`src/rtl/sram1_arb_pkg.sv`:
```
// rtl/sram1_arb_pkg.sv - shared state encoding and SRAM 1 window constants
package sram1_arb_pkg;

    typedef enum logic [1:0] {
        ST_IDLE  = 2'd0,
        ST_ISSUE = 2'd1,
        ST_RESP  = 2'd2
    } arb_state_t;

    localparam logic [31:0] SRAM1_BASE = 32'h2000_0000;
    localparam logic [31:0] SRAM1_LAST = 32'h2001_7FFF;

    function automatic logic addr_in_window(
        input logic [31:0] addr,
        input logic [31:0] base,
        input logic [31:0] last
    );
        return (addr >= base) && (addr <= last);
    endfunction

endpackage

```
`src/rtl/rr_arb2.sv`:
```
// rtl/rr_arb2.sv - two-way round-robin grant with last-grant pointer
module rr_arb2 (
    input  logic       clock,
    input  logic       reset_n,
    input  logic [1:0] req,
    input  logic       take,
    output logic       grant_valid,
    output logic       grant_port
);

    logic last_q;

    // On contention the port not granted last wins; pointer starts at 1 so port 0 wins first.
    always_comb begin
        grant_valid = |req;
        if (&req) begin
            grant_port = ~last_q;
        end else begin
            grant_port = req[1];
        end
    end

    always_ff @(posedge clock) begin
        if (!reset_n) begin
            last_q <= 1'b1;
        end else if (take && grant_valid) begin
            last_q <= grant_port;
        end
    end

endmodule

```
`src/rtl/sram1_arbiter.sv`:
```
// rtl/sram1_arbiter.sv - two-port arbiter in front of the single-port SRAM 1
module sram1_arbiter
    import sram1_arb_pkg::*;
#(
    parameter logic [31:0] BASE_ADDR = SRAM1_BASE,
    parameter logic [31:0] LAST_ADDR = SRAM1_LAST
) (
    input  logic        clock,
    input  logic        reset_n,
    input  logic        p0_req,
    input  logic        p0_we,
    input  logic [31:0] p0_addr,
    input  logic [31:0] p0_wdata,
    output logic        p0_ack,
    output logic [31:0] p0_rdata,
    output logic        p0_err,
    input  logic        p1_req,
    input  logic        p1_we,
    input  logic [31:0] p1_addr,
    input  logic [31:0] p1_wdata,
    output logic        p1_ack,
    output logic [31:0] p1_rdata,
    output logic        p1_err,
    output logic        mem_en,
    output logic        mem_we,
    output logic [31:0] mem_addr,
    output logic [31:0] mem_wdata,
    input  logic [31:0] mem_rdata
);

    arb_state_t  state_q, state_d;
    logic        grant_valid, grant_port, take;
    logic        sel_we, sel_in_range;
    logic [31:0] sel_addr, sel_wdata;
    logic        gnt_port_q, we_q, in_range_q;
    logic [31:0] mem_addr_q, mem_wdata_q;
    logic [31:0] resp_rdata;

    assign take = (state_q == ST_IDLE);

    rr_arb2 u_rr_arb2 (
        .clock       (clock),
        .reset_n     (reset_n),
        .req         ({p1_req, p0_req}),
        .take        (take),
        .grant_valid (grant_valid),
        .grant_port  (grant_port)
    );

    assign sel_we       = grant_port ? p1_we    : p0_we;
    assign sel_addr     = grant_port ? p1_addr  : p0_addr;
    assign sel_wdata    = grant_port ? p1_wdata : p0_wdata;
    assign sel_in_range = addr_in_window(sel_addr, BASE_ADDR, LAST_ADDR);

    always_ff @(posedge clock) begin
        if (!reset_n) begin
            state_q <= ST_IDLE;
        end else begin
            state_q <= state_d;
        end
    end

    always_comb begin
        state_d = ST_IDLE;
        case (state_q)
            ST_IDLE: begin
                if (grant_valid) begin
                    state_d = sel_in_range ? ST_ISSUE : ST_RESP;
                end else begin
                    state_d = ST_IDLE;
                end
            end
            ST_ISSUE: state_d = ST_RESP;
            ST_RESP:  state_d = ST_IDLE;
            default:  state_d = ST_IDLE;
        endcase
    end

    // Memory-side address/data only move on an in-range grant so they hold across error responses.
    always_ff @(posedge clock) begin
        if (!reset_n) begin
            gnt_port_q  <= 1'b0;
            we_q        <= 1'b0;
            in_range_q  <= 1'b0;
            mem_addr_q  <= 32'h0;
            mem_wdata_q <= 32'h0;
        end else if (take && grant_valid) begin
            gnt_port_q <= grant_port;
            we_q       <= sel_we;
            in_range_q <= sel_in_range;
            if (sel_in_range) begin
                mem_addr_q  <= sel_addr;
                mem_wdata_q <= sel_wdata;
            end
        end
    end

    always_comb begin
        mem_en     = (state_q == ST_ISSUE);
        mem_we     = (state_q == ST_ISSUE) && we_q;
        mem_addr   = mem_addr_q;
        mem_wdata  = mem_wdata_q;
        p0_ack     = (state_q == ST_RESP) && !gnt_port_q;
        p1_ack     = (state_q == ST_RESP) &&  gnt_port_q;
        resp_rdata = (in_range_q && !we_q) ? mem_rdata : 32'h0;
        p0_rdata   = p0_ack ? resp_rdata : 32'h0;
        p1_rdata   = p1_ack ? resp_rdata : 32'h0;
        p0_err     = p0_ack && !in_range_q;
        p1_err     = p1_ack && !in_range_q;
    end

endmodule

```
`config.mk`:
```
export PLATFORM = sky130hd
export DESIGN_NAME = sram1_arbiter
export DESIGN_NICKNAME = d
export VERILOG_FILES = /design/src/rtl/sram1_arb_pkg.sv /design/src/rtl/rr_arb2.sv /design/src/rtl/sram1_arbiter.sv
export SDC_FILE = /design/constraint.sdc
export NUM_CORES = 1
export LEC_CHECK = 0
export ABC_AREA = 1
export CAP_MARGIN = 20
export CORE_MARGIN = 8
export CORE_UTILIZATION = 35
export DETAILED_ROUTE_END_ITERATION = 6
export PLACE_DENSITY_LB_ADDON = 0.1
export SYNTH_ARGS = -nofsm -noshare
export SYNTH_HDL_FRONTEND = slang
export SYNTH_SLANG_ARGS = --single-unit
```
`constraint.sdc`:
```
create_clock -name clock -period 3.5 [get_ports clock]
set_clock_uncertainty 0.1 [all_clocks]
set_input_delay 0.7 -clock clock [delete_from_list [all_inputs] [get_ports clock]]
set_output_delay 0.7 -clock clock [all_outputs]
set_load 0.01 [all_outputs]
```
==> reports/metrics.yaml, run 1 <==
rr_worst_depth: 12
slew_violations: 0
worstReg2RegStart: "u_rr_arb2.last_q"
setup.worst_path.class: "register to output port"
antenna_found_initial: 0
path_clk_slew_ns: 0.06
ys_seq_area_frac: 0.329
ant_nets: 0
synth_cell_type_count: 22
maxCapViolCount: 0
start_util: 0.356
rsz0062_at_grt: "no"
worst_pin_slew_ns: 0.713
ys.flop_type: "dfxtp_1"
holdPathStages: 2
insertedDiodeCount: 0
setup_viol: 0
synth_seq_cells: 70
power_density_nw_per_um2: 286
fp.coreArea_um2: 12000
cts_buffers: 9
worstHoldStart: "mem_addr[29]"
synth_edf_count: 0
syn_to_final_growth_pct: 79.5
max-vdd-ir-drop_mv: 0.215
drt_pre_antenna_iters: 4
grt_max_degree: 70
synth.area.top_cells: "dfxtp_1 (33%), nand2_1 (23%), inv_1 (10%)"
synth_top_area_frac: 0.329
fin_nets: 1189
routed_wl_mm: 16.8
start_kind: "register"
grt_util_all_layers: 0.202
drtIter0Drc: 303
clock_latency_ns: 0.32
syn_area_um2: 4250
r2r_slack_ns: 1.23
crit_required_ns: 2.70
gp_congestion: 0.915
avgViaCountPerCell: 4.52
post_cts_buffers: 0
overflow: 0
die-area_um2: 15900
cts.sinks: 70
wl_per_cell_um: 14.3
finalInstanceArea_um2: 7640
syn_area_per_cell_um2: 5.69
final.setup.tns_ns: 0
fin_crit_sh: 0.885
cts_hold_buffers: 0
syn-instance-count: 748
worstPathMaxFanout: 17
die_h_um: 126
async_flop_share: 0
first_global_vias: 4928
portBuffers: 299
hp-class: "register to register"
place_area_um2: 7330
synth_common_cells: "nand2_1 (255), inv_1 (115), nor2_1 (80), dfxtp_1 (70), nor3_1 (67)"
yosysTopAreaCell: "dfxtp_1"
cp.arrival_ns: 2.30
htreeDepth: 3
synth_nets: 914
post_cts_resize_count: 0
dp_hpwl_mm: 13.2
vias: 5310
drc: 0
post-place-ws_ns: 0.365
slew_headroom: 0.523
setup_slack_ns: 0.403
cts.path.max_buffers: 2
ioPinCount: 300
multi_input_area_um2: 2180
fmax_mhz: 323
end_kind: "output port"
final_layout_size_suffix_gt1_frac: 0.0389
grt_pass1_wl_mm: 26.2
synth_most_common_cell: "nand2_1"
num_rows: 40
p_leak_nw: 3.54
min_period_ns: 3.10
fp.dieW_um: 126
holdPathEnd: "mem_addr[29]"
cts_tree: "done"
hold_violations: 0
ys_warn_count: 0
r2r_end: "state_q[1]"
outcome: "finished, final reports clean"
seqCellArea_um2: 1400
root_buffer: "clkbuf_16"
fillerInstances: 1142
==> area by class of cell <==
class,instances,area share
tap,147,0.0241
multi-input combinational,510,0.285
timing repair buffer,315,0.410
clock inverter,5,0.00770
inverter,117,0.0575
sequential,70,0.184
clock buffer,11,0.0318
==> sequential cells by signal, indices dropped and copies added, names as in the netlist <==
signal            count
state_q               2
we_q                  1
in_range_q            1
gnt_port_q            1
mem_wdata            32
mem_addr             32
u_rr_arb2.last_q      1
==> through the flow <==
step,std cells,hold slack (ns),power (mW),util
CTS,1175,0.351,2.21,0.638
floorplan,748,0.349,1.03,-
detailed placement,1159,0.343,1.29,0.613
finish,1175,0.350,2.19,0.638
global route,1175,0.368,2.29,0.638
global placement,1159,0.340,1.29,0.613
==> power by group <==
part,switching [mW],internal [mW],total [mW],leakage (nW)
sequential,0.00374,0.802,0.805,0.565
combinational,0.217,0.247,0.464,2.84
clock,0.345,0.571,0.916,0.142
total,0.565,1.62,2.19,3.54
==> metal layers <==
metal / routed length [um] / GRT usage
met1: 6890 / 0.222
met2: 8160 / 0.359
met3: 1440 / 0.0738
met4: 269 / 0.0524
met5: 0 / 0
==> worst max-delay path, stage by stage (launching register included) <==
cell,delay (ns)
dfxtp_1,0.37
inv_1,0.06
nor3_1,0.22
inv_1,0.31
buf_4,0.27
nor3_1,0.14
clkdlybuf4s50_1,0.60
==> cells in the final DEF (no fill, tap or decap), types with 2 or more instances in the layout <==
cell,Yosys,routed
clkdlybuf4s50_1,0,298
nand2_1,255,254
inv_1,115,115
nor2_1,80,80
dfxtp_1,70,70
nor3_1,67,67
nand3_1,53,53
a21oi_1,36,36
buf_4,1,14
clkbuf_16,0,9
nand3b_1,8,8
o21ai_0,3,3
nand2_2,1,2
inv_2,2,2
o21ai_1,2,2
clkinvlp_4,0,2
buf_12,0,2
==> worst max path at each step <==
| stage | from | end | cells past startpoint |
|---|---|---|---|
| after CTS | state_q[1] | p0_rdata[28] | 6 |
| after detailed placement | p0_req | state_q[1] | 13 |
| after global placement | p0_req | state_q[1] | 13 |
| after floorplan | state_q[1] | p0_rdata[22] | 5 |
| after global routing | state_q[1] | p0_rdata[26] | 6 |
| final | state_q[1] | p0_rdata[23] | 6 |
==> logic make-up (layout without fill, tap and decap cells) <==
kind of cell	count (synthesis)	in the layout	share of synthesized area
buffers and inverters	168	448	0.159
DFF	70	70	0.329
AOI/OAI and AO/OA	42	42	0.0497
and+or+nand+nor	468	468	0.461
(Power assumes the default switching activity.)
==> run 2, diff against run 1 <==
--- a/config.mk
+++ b/config.mk
@@ -8,9 +8,10 @@
 export ABC_AREA = 1
 export CAP_MARGIN = 20
 export CORE_MARGIN = 8
-export CORE_UTILIZATION = 35
+export CORE_UTILIZATION = 38
 export DETAILED_ROUTE_END_ITERATION = 6
 export PLACE_DENSITY_LB_ADDON = 0.1
 export SYNTH_ARGS = -nofsm -noshare
 export SYNTH_HDL_FRONTEND = slang
 export SYNTH_SLANG_ARGS = --single-unit
+export TNS_END_PERCENT = 10
==> reports/metrics.yaml, run 2 (synthesis results as in run 1) <==
outcome: "finished, final reports clean"
start_kind: "register"
intPower_mw: 1.31
start_util: 0.391
clock_latency_ns: 0.35
rsz0062_at_grt: "no"
htreeDepth: 3
routed_wl_mm: 17.3
path_clk_slew_ns: 0.09
power_density_nw_per_um2: 252
r2r_end: "mem_addr[6]"
stdcell_count: 1164
cts_hold_buffers: 0
maxCapViolCount: 0
vias: 5347
setup_slack_ns: 0.226
grt_pass1_wl_mm: 26.0
fin_nets: 1185
min_period_ns: 3.27
first_global_vias: 4828
dp.cells: 1147
slew_headroom: 0.304
finalInstanceArea_um2: 7500
grt_util_all_layers: 0.220
rr_worst_depth: 11
cts.sinks: 70
layout_common_cells: "clkdlybuf4s50_1 (298), nand2_1 (254), inv_1 (114)"
dp_hpwl_mm: 13.6
final.setup.tns_ns: 0
antenna_found_initial: 1
ioPinCount: 300
grt_max_degree: 72
final_layout_size_suffix_gt1_frac: 0.0381
place_area_um2: 7300
worstPathMaxFanout: 33
die_h_um: 122
max-vdd-ir-drop_mv: 0.194
post-place-ws_ns: 0.306
drc: 0
avgViaCountPerCell: 4.59
cts_tree: "done"
worstHoldStart: "mem_addr[30]"
post_cts_resize_count: 0
setup_viol: 0
hold_violations: 0
syn_to_final_growth_pct: 76.4
slew_violations: 0
p_comb_frac: 0.245
setup.worst_path.class: "register to output port"
fp.coreArea_um2: 10900
sw_frac_of_total: 0.304
r2r_slack_ns: 1.19
portBuffers: 299
end_kind: "output port"
worstReg2RegStart: "u_rr_arb2.last_q"
worst_pin_slew_ns: 1.04
overflow: 0
num_rows: 38
wl_per_cell_um: 14.8
drt_pre_antenna_iters: 4
fmax_mhz: 305
die-area_um2: 14800
clkPwrFrac: 0.329
drtIter0Drc: 348
p_leak_nw: 3.48
gp_congestion: 0.869
fp.dieW_um: 122
root_buffer: "clkbuf_8"
crit_required_ns: 2.70
p_sw_uw: 574
insertedDiodeCount: 0
cts_buffers: 9
cts.path.max_buffers: 2
fin_crit_sh: 0.935
seq_power_share: 0.426
cp.arrival_ns: 2.47
hp-class: "register to register"
holdPathStages: 2
holdPathEnd: "mem_addr[30]"
post_cts_buffers: 0
ant_nets: 0
final_common_cell: "clkdlybuf4s50_1"
[run 2: cell types whose count changed in the layout (fill, tap and decap cells not counted), moves of 2 or more]
| cell | before | now |
|---|---|---|
| buf_4 | 14 | 8 |
| clkbuf_16 | 9 | 0 |
| clkbuf_8 | 1 | 9 |
| clkinvlp_4 | 2 | 4 |
| inv_6 | 0 | 3 |
[run 2: routing by layer]
layer	share of wire	track usage
met5	0.00075	0
met4	0.017	0.0586
met3	0.10	0.0824
met1	0.38	0.240
met2	0.50	0.392
[run 2: worst max-delay path by stage]
stage | from | end | slack, ns | cells past startpoint
after floorplan | state_q[1] | p0_rdata[22] | 1.34 | 5
after detailed placement | p0_req | mem_addr[6] | 0.31 | 12
after global placement | p0_req | mem_wdata[15] | 0.39 | 14
final | state_q[1] | p1_rdata[11] | 0.23 | 5
after CTS | state_q[1] | p0_rdata[27] | 0.19 | 5
after global routing | state_q[1] | p0_rdata[27] | 0.03 | 5
[run 2: area by class of cell]
class                      count  area, um^2
fill                        1020        3390
timing repair buffer         310        3110
multi-input combinational    510        2180
sequential                    70        1400
inverter                     117         443
tap                          140         175
clock buffer                   9         124
clock inverter                 7        61.3
timing repair inverter         1        7.51
[run 2: critical path, stage by stage (launching register included)]
cell             delay [ns]
dfxtp_1                0.38
inv_1                  0.08
nor3_1                 0.20
inv_1                  0.49
nor3_1                 0.36
clkdlybuf4s50_1        0.62
[run 2: stage by stage]
stage | hold WS, ns | total power, mW | util
6_report | 0.359 | 1.89 | 0.689
2_1_floorplan | 0.349 | 1.03 | -
3_3_place_gp | 0.341 | 1.28 | 0.671
5_1_grt | 0.382 | 2.00 | 0.689
4_1_cts | 0.360 | 1.90 | 0.688
3_5_place_dp | 0.346 | 1.28 | 0.671
[run 2: power groups by stage]
stage          clock [mW]  combinational (mW)  sequential (mW)
2_1_floorplan           0               0.212            0.822
3_3_place_gp            0               0.457            0.823
3_5_place_dp            0               0.459            0.823
4_1_cts             0.634               0.461            0.804
5_1_grt             0.680               0.512            0.805
6_report            0.620               0.462            0.804
==> run 3, diff against run 2 <==
--- a/config.mk
+++ b/config.mk
@@ -7,8 +7,9 @@
 export LEC_CHECK = 0
 export ABC_AREA = 1
 export CAP_MARGIN = 20
+export CORE_ASPECT_RATIO = 1.5
 export CORE_MARGIN = 8
-export CORE_UTILIZATION = 38
+export CORE_UTILIZATION = 28
 export DETAILED_ROUTE_END_ITERATION = 6
 export PLACE_DENSITY_LB_ADDON = 0.1
 export SYNTH_ARGS = -nofsm -noshare
==> reports/metrics.yaml, run 3 (synthesis results as in run 1) <==
hold_violations: 0
ioPinCount: 300
finalPower_mw: 2.35
fp.coreArea_um2: 15000
place_area_um2: 7380
p_leak_nw: 3.57
rsz0062_at_grt: "no"
die_h_um: 167
cts.path.max_buffers: 2
cts.sinks: 70
path_clk_slew_ns: 0.06
path_cells: "inv_1, nor3_1, inv_1, buf_4, nor3_1, clkdlybuf4s50_1"
clock_latency_ns: 0.32
power_density_nw_per_um2: 304
final_common_cell: "clkdlybuf4s50_1"
hp-class: "register to register"
min_period_ns: 2.94
first_global_vias: 5106
portBuffers: 299
root_buffer: "clkbuf_16"
cts_buffers: 9
final_layout_size_suffix_gt1_frac: 0.0389
end_kind: "output port"
crit_family: "buffers and inverters"
fin_crit_sh: 0.841
insertedDiodeCount: 0
layout_common_cells: "clkdlybuf4s50_1 (298), nand2_1 (254), inv_1 (115)"
overflow: 0
die-area_um2: 19500
setup.worst_path.class: "register to output port"
grt_pass1_wl_mm: 27.9
grt_max_degree: 72
post_cts_resize_count: 0
maxCapViolCount: 0
cp.arrival_ns: 2.14
vias: 5257
drtIter0Drc: 251
gp_congestion: 0.800
drc: 0
finalInstanceArea_um2: 7730
routed_wl_mm: 18.4
cts_tree: "done"
syn_to_final_growth_pct: 81.8
final.setup.tns_ns: 0
worstPathMaxFanout: 33
final_util: 0.516
crit_required_ns: 2.70
antenna_found_initial: 1
slew_violations: 0
cts_hold_buffers: 0
max-vdd-ir-drop_mv: 0.189
worst_pin_slew_ns: 0.714
outcome: "finished, final reports clean"
r2r_slack_ns: 1.11
fmax_mhz: 340
fp.dieW_um: 117
avgViaCountPerCell: 4.29
slowest_stage: "clkdlybuf4s50_1"
ant_nets: 0
crit_buf_inv: 4
fin_nets: 1188
wl_per_cell_um: 15.0
setup_viol: 0
num_rows: 55
grt_util_all_layers: 0.183
start_util: 0.284
post_cts_buffers: 0
start_kind: "register"
drt_pre_antenna_iters: 6
htreeDepth: 3
dp_hpwl_mm: 14.2
critPathMaxStageDelay_ns: 0.63
slew_headroom: 0.524
==> run 3: cell types whose count changed in the layout (fill, tap and decap cells not counted) <==
cell	previous run	this run
buf_12	3	1
buf_4	8	14
bufinv_16	0	3
clkbuf_16	0	9
clkbuf_8	9	1
clkinvlp_4	4	0
inv_1	114	115
inv_6	3	2
inv_8	1	0
nor3_1	66	67
nor3_2	1	0
==> run 3: per-layer routing <==
metal,GRT usage,up-vias,part of all wire
li1,-,2817,-
met1,0.196,2264,0.39
met2,0.332,162,0.51
met3,0.0597,12,0.083
met4,0.0464,2,0.011
met5,0,-,0.00071
==> run 3: power by group <==
group,switching (mW),leakage [nW],internal [mW],total (mW)
logic,0.220,2.83,0.242,0.462
registers,0.00429,0.565,0.802,0.806
clock network,0.362,0.174,0.722,1.08
total,0.586,3.57,1.77,2.35
==> run 3: per-stage QoR <==
stage          std cells  worst slack (ns)  hold WS, ns
2_1_floorplan        748              1.34        0.349
4_1_cts             1226             0.508        0.357
5_1_grt             1226             0.358        0.371
6_report            1226             0.556        0.353
3_3_place_gp        1210             0.315        0.342
3_5_place_dp        1210             0.268        0.345
==> run 3: area by class of cell <==
class / count / area [um^2]
clock buffer: 10 / 239
clock inverter: 6 / 116
fill: 1604 / 7270
inverter: 117 / 439
multi-input combinational: 510 / 2180
sequential: 70 / 1400
tap: 199 / 249
timing repair buffer: 314 / 3110
==> run 3: worst register-to-register path, delay by kind of cell (launching register included) <==
| kind | cells | cell delay, ns |
|---|---|---|
| and+or+nand+nor | 10 | 1.42 |
| DFF | 1 | 0.37 |
| buffers and inverters | 2 | 0.40 |
==> run 3: worst paths after layout <==
kind                                        from       endpoint  cells past startpoint
worst max register to register  u_rr_arb2.last_q  mem_wdata[26]                     12
worst max-delay path                  gnt_port_q   p1_rdata[21]                      6
worst min-delay path                mem_addr[26]   mem_addr[26]                      2
worst min register to register      mem_addr[26]   mem_addr[26]                      2
